**src/rtl/ysyx_22050550_if_fetch.sv**
```systemverilog
// Instruction-fetch stage: one 64-bit read per instruction, word select by pc[2], valid/ready to decode.
// Optional misaligned-PC trap enabled by defining YSYX_22050550_IF_MISALIGN_EN.
module ysyx_22050550_if_fetch #(
  parameter int          ADDR_W   = 64,
  parameter int          BUS_W    = 64,
  parameter logic [31:0] NOP_INST = 32'h00000013
) (
  input  logic              clock,
  input  logic              reset,
  input  logic [ADDR_W-1:0] pc_i,
  output logic              pc_ready_o,
  input  logic              redirect_i,
  output logic              imem_req_valid_o,
  input  logic              imem_req_ready_i,
  output logic [ADDR_W-1:0] imem_req_addr_o,
  input  logic              imem_resp_valid_i,
  input  logic [BUS_W-1:0]  imem_resp_data_i,
  input  logic              imem_resp_err_i,
  output logic              if_valid_o,
  input  logic              if_ready_i,
  output logic [ADDR_W-1:0] if_pc_o,
  output logic [31:0]       if_inst_o,
  output logic [1:0]        if_exc_o
);

  typedef enum logic [2:0] {IDLE, REQ, WAIT, OUT, DRAIN} state_t;

  state_t            state, state_nx;
  logic [ADDR_W-1:0] pc_q;
  logic [31:0]       inst_q;
  logic [1:0]        exc_q;
  logic              misalign;
  logic              req_fire;
  logic              resp_take;

`ifdef YSYX_22050550_IF_MISALIGN_EN
  assign misalign = (state == REQ) && (pc_i[1:0] != 2'b00) && !redirect_i;
`else
  assign misalign = 1'b0;
`endif

  // The PC register only advances on a real handshake; a redirect masks both sides.
  assign imem_req_valid_o = (state == REQ) && !redirect_i && !misalign;
  assign imem_req_addr_o  = {pc_i[ADDR_W-1:3], 3'b000};
  assign req_fire         = imem_req_valid_o && imem_req_ready_i;
  assign pc_ready_o       = req_fire;
  assign resp_take        = (state == WAIT) && imem_resp_valid_i && !redirect_i;

  assign if_valid_o = (state == OUT) && !redirect_i;
  assign if_pc_o    = pc_q;
  assign if_inst_o  = inst_q;
  assign if_exc_o   = exc_q;

  // NOTE: next state gets a default before the case so no path can infer a latch.
  always_comb begin
    state_nx = state;
    case (state)
      IDLE:  state_nx = REQ;
      REQ: begin
        if (misalign)      state_nx = OUT;
        else if (req_fire) state_nx = WAIT;
      end
      WAIT: begin
        if (imem_resp_valid_i) state_nx = redirect_i ? REQ : OUT;
        else if (redirect_i)   state_nx = DRAIN;
      end
      DRAIN: if (imem_resp_valid_i) state_nx = REQ;
      OUT:   if (redirect_i || if_ready_i) state_nx = REQ;
      default: state_nx = IDLE;
    endcase
  end

  // NOTE: sequential state uses non-blocking assignments so every register samples pre-edge values.
  always_ff @(posedge clock or negedge reset) begin
    if (!reset) begin
      state  <= IDLE;
      pc_q   <= '0;
      inst_q <= '0;
      exc_q  <= '0;
    end else begin
      state <= state_nx;
      if (req_fire) pc_q <= pc_i;
      if (misalign) begin
        pc_q   <= pc_i;
        inst_q <= NOP_INST;
        exc_q  <= 2'b10;
      end
      if (resp_take) begin
        inst_q <= imem_resp_err_i ? NOP_INST
                : (pc_q[2] ? imem_resp_data_i[63:32] : imem_resp_data_i[31:0]);
        exc_q  <= {1'b0, imem_resp_err_i};
      end
    end
  end

endmodule

```
**config.mk**
```make
export PLATFORM = sky130hd
export DESIGN_NAME = ysyx_22050550_if_fetch
export DESIGN_NICKNAME = d
export VERILOG_FILES = /design/src/rtl/ysyx_22050550_if_fetch.sv
export SDC_FILE = /design/constraint.sdc
export NUM_CORES = 1
export LEC_CHECK = 0
export CAP_MARGIN = 10
export CORE_MARGIN = 3
export CORE_UTILIZATION = 41
export CTS_CLUSTER_SIZE = 20
export DETAILED_ROUTE_END_ITERATION = 8
export GPL_ROUTABILITY_DRIVEN = 1
export MAX_ROUTING_LAYER = met4
export PLACE_DENSITY = 0.91
export SKIP_CTS_REPAIR_TIMING = 1
export SYNTH_ARGS = -nofsm -noshare
export SYNTH_HDL_FRONTEND = slang
export SYNTH_SLANG_ARGS = --single-unit
```
**constraint.sdc**
```tcl
create_clock -name clock -period 3.95 [get_ports clock]
set_clock_uncertainty 0.05 [all_clocks]
set_input_delay 0.9875 -clock clock [delete_from_list [all_inputs] [get_ports clock]]
set_output_delay 0.9875 -clock clock [all_outputs]
set_load 0.05 [all_outputs]
```
[Word level (Yosys, flattened, before mapping)]
Index checks and enable logic that the tools add are counted.
Storage, ports and cells
  register bits after elaboration: 100
  output and inout port bits: 165
  logic and storage cells: 30
Operators by class
  equality and inequality tests: 8
  mux-type cells: 9
  reduce and logical (&&, ||, !) cells: 9
Operators with widths (number)
  32-bit 2-to-1 mux: 2
  3-bit 2-to-1 mux: 5
  3-bit one-hot mux with 5 select lines: 1
  3-bit by 2-bit equality test with 1-bit output (second input constant): 2
  1-bit logical AND: 5
  2-bit != test (second input constant): 2
  4-bit AND reduction: 1
  3-bit by 1-bit equality test with 1-bit output (second input constant): 1
  3-bit equality test (second input constant): 1
  3-bit logical NOT: 1
  3-bit != test (second input constant): 1
  2-bit 2-to-1 mux: 1
  2-bit by 1-bit != test with 1-bit output (second input constant): 1
  1-bit logical NOT: 1
  1-bit logical OR: 1

[Longest topological paths before layout]
  word-level depth: 5
  mapped depth: 6
  mapped depth without buffers: 3

[Worst setup path before layout]
No wires, ideal clock.
  path kind: input port to output port
  start point: in imem_req_ready_i
  end point: out pc_ready_o
  arrival: 1.993 ns
  required time: 2.913 ns
  setup slack: 0.920 ns
  stages on the path: 5
  buffers on the path: 2
  cell sequence: nand3b_4 > or3_4 > buf_6 > buf_6 > inv_1
Between the ends
  word-level cells in the longest chain between the ends: 1
RTL lines
  start, declared: line 14  | input logic imem_req_ready_i,
  1-bit logical AND: line 45  | assign req_fire = imem_req_valid_o && imem_req_ready_i;
  end, declared: line 11  | output logic pc_ready_o,
No other way between the ends.

[Worst setup path after layout]
  start point: in pc_i[42]
  end point: out imem_req_addr_o[42]
RTL lines
  start, declared: line 10  | input logic [ADDR_W-1:0] pc_i,
  end, declared: line 15  | output logic [ADDR_W-1:0] imem_req_addr_o,
No word-level cell between the ends.

==> qor.txt <==
Crit. End Element: primary output
cell count along the critical path: 2
Area contributors post-synth: dfrtp_1, mux2_2, mux2_4, buf_4, mux2i_1
Die Y: 116 um
RePlAce Congestion: 0.765
R2R cell count: 4
crit-path max cell delay: 0.83 ns
min Tclk post-route: 3.38 ns
GRT Total Usage: 20.3%
TritonRoute pass-1 iters: 4
Initial Util: 42.5%
worst vdd ir: 0.416 mV
part of the cycle the worst path needs: 85.5%
DRC: 0
Worst Setup Path Type: input port to primary output
Max-slew headroom: 27.9%
largest net degree at the start of global routing: 66
most common cell after layout, fill and taps aside: clkdlybuf4s50_1
worst hold path class: flop to flop
setup TNS: 0 ns
post-detail-place hpwl: 10.8 mm
Critical Path RT: 2.91 ns
Crit-path slowest cell: clkdlybuf4s50_1
layout cell share with drive strength beyond 1: 20.4%
Clock Latency Late Sink: 0.32 ns
Syn Inst Count: 365
unrepaired setup endpoints after global routing: no
share of the synthesized area in the top cell type: 50.9%
CP most frequent cell: clkdlybuf4s50_1
Min Hold Slack: 0.454 ns
routed len/inst: 18.5 um
Pleak: 3.51 nW
via count: 3543
Port Buffers: 295
# clock sinks: 100
Die Width: 116 um
clk buf depth: 2
crit-path leading delay family: buffers and inverters
CP arrival: 2.34 ns
hold path depth: 1
Worst-Margin Slew: 1.08 ns
synthesized area: 4920 um^2
Hold Path Sink: if_inst_o[26]
Crit Path Max Fanout: 2
Worst R2R Setup Slack: 1.66 ns
area growth from synthesis to layout: 58.5%
Cell variety after synth: 24
CP bufs+invs: 2
largest area contributor in the netlist: dfrtp_1
Post-DRT Antenna Nets: 0
Clk Tree Root Cell: clkbuf_16
Worst-path clk slew: 0.06 ns
Synth Area per Inst: 13.5 um^2
nets@finish: 730
io pins: 300
total gr overflow: 0
initial antenna violation count: 0
Seq/Total Area, Yosys: 50.9%
drt total wl: 13.7 mm
die area: 13300 um^2
status: complete, no violations
vias in the first global route: 3868
Num CTS Buffers: 9
placement row count: 39
Final Hold Viols: 0
Yosys warning total: 0
commonest cells after routing, fill and taps aside: clkdlybuf4s50_1, dfrtp_1, mux2_2, mux2_4, nor2_1
CP cell instances: clkdlybuf4s50_1 -> clkdlybuf4s50_1
pwr dens: 558 nW/um^2
core area: 11600 um^2
Ant. Diodes: 0
Max Cap Violations: 0
reg-to-reg endpoint: if_inst_o[31]
achievable frequency: 296 MHz
flops & latches, synth: 100
max-slew violations: 0
startpoint type of the worst setup path: input port
hold path startpoint: if_inst_o[26]
first-pass GRT wire length: 20.0 mm
Critical R2R Launch: state[2]
# H-tree levels: 3
Vias per Instance: 4.77
Starting DRT DRC Count: 131
clock tree from TritonCTS: built
Final setup viols: 0
## through the flow
stage / cell area (um^2) / worst slack, ns / power (mW) / utilization, % / cells
after CTS: 7790 / 0.573 / 4.39 / 67.4 / 742
after global routing: 7790 / 0.551 / 4.52 / 67.4 / 742
after global placement: 7500 / 0.564 / 3.47 / 64.9 / 727
final: 7790 / 0.572 / 4.34 / 67.4 / 742
after detailed placement: 7500 / 0.581 / 3.52 / 64.9 / 727
after floorplan: 4930 / 0.920 / 2.77 / - / 368
## cell type report
cell class / instances / area (um^2)
repair buffers: 300 / 3010
clock inverters: 2 / 35.0
fillers: 827 / 3770
clock buffers: 13 / 250
well taps: 143 / 179
flip-flops and latches: 100 / 2500
multi-input cells: 183 / 1810
inverters: 1 / 3.75
## routing by layer
| layer | part of all wire [%] | GRT usage, % | vias to the layer above |
|---|---|---|---|
| li1 | - | - | 1623 |
| met1 | 36 | 21.5 | 1735 |
| met2 | 54 | 37.2 | 170 |
| met3 | 8.6 | 4.86 | 15 |
| met4 | 1.6 | 6.42 | 0 |
| met5 | 0 | - | - |
## power by group
part / leakage, nW / internal, mW / total [mW] / switching, mW
registers: 1.24 / 1.25 / 1.38 / 0.129
clock network: 0.140 / 0.505 / 0.850 / 0.345
logic: 2.13 / 0.835 / 2.12 / 1.28
## state kept, by name, summed over array words and instances (netlist names)
register	flops
if_pc_o	64
if_inst_o	32
if_exc_o	1
state	3
## synthesized netlist by cell type
cell      instances
dfrtp_1         100
buf_4            65
mux2_2           60
mux2_4           38
nor2_1           33
mux2i_1          29
buf_2             9
buf_6             5
clkbuf_1          4
nand2_1           4
a211o_1           3
nor2b_1           3
a21boi_0          1
a21oi_1           1
and3_1            1
buf_1             1
conb_1            1
inv_1             1
nand2b_1          1
nand3b_4          1
nand4b_1          1
nor3_1            1
o21a_1            1
or3_4             1
## worst max path at each step
stage                           from                  end  slack [ns]
global route                pc_i[40]  imem_req_addr_o[40]        0.55
floorplan           imem_req_ready_i           pc_ready_o        0.92
finish                      pc_i[42]  imem_req_addr_o[42]        0.57
detailed placement          pc_i[42]  imem_req_addr_o[42]        0.58
global placement             pc_i[5]   imem_req_addr_o[5]        0.56
CTS                         pc_i[40]  imem_req_addr_o[40]        0.57
## logic make-up (layout without fill, tap and decap cells)
| group | count (synthesis) | count (layout) | synth area share (%) |
|---|---|---|---|
| and+or+nand+nor | 46 | 46 | 4.38 |
| muxes | 127 | 127 | 31.3 |
| other | 1 | 4 | 0.0763 |
| AOI/OAI and AO/OA | 6 | 6 | 0.942 |
| DFF | 100 | 100 | 50.9 |
| buffers and inverters | 85 | 316 | 12.4 |
Power figures use the tool's default switching activity.
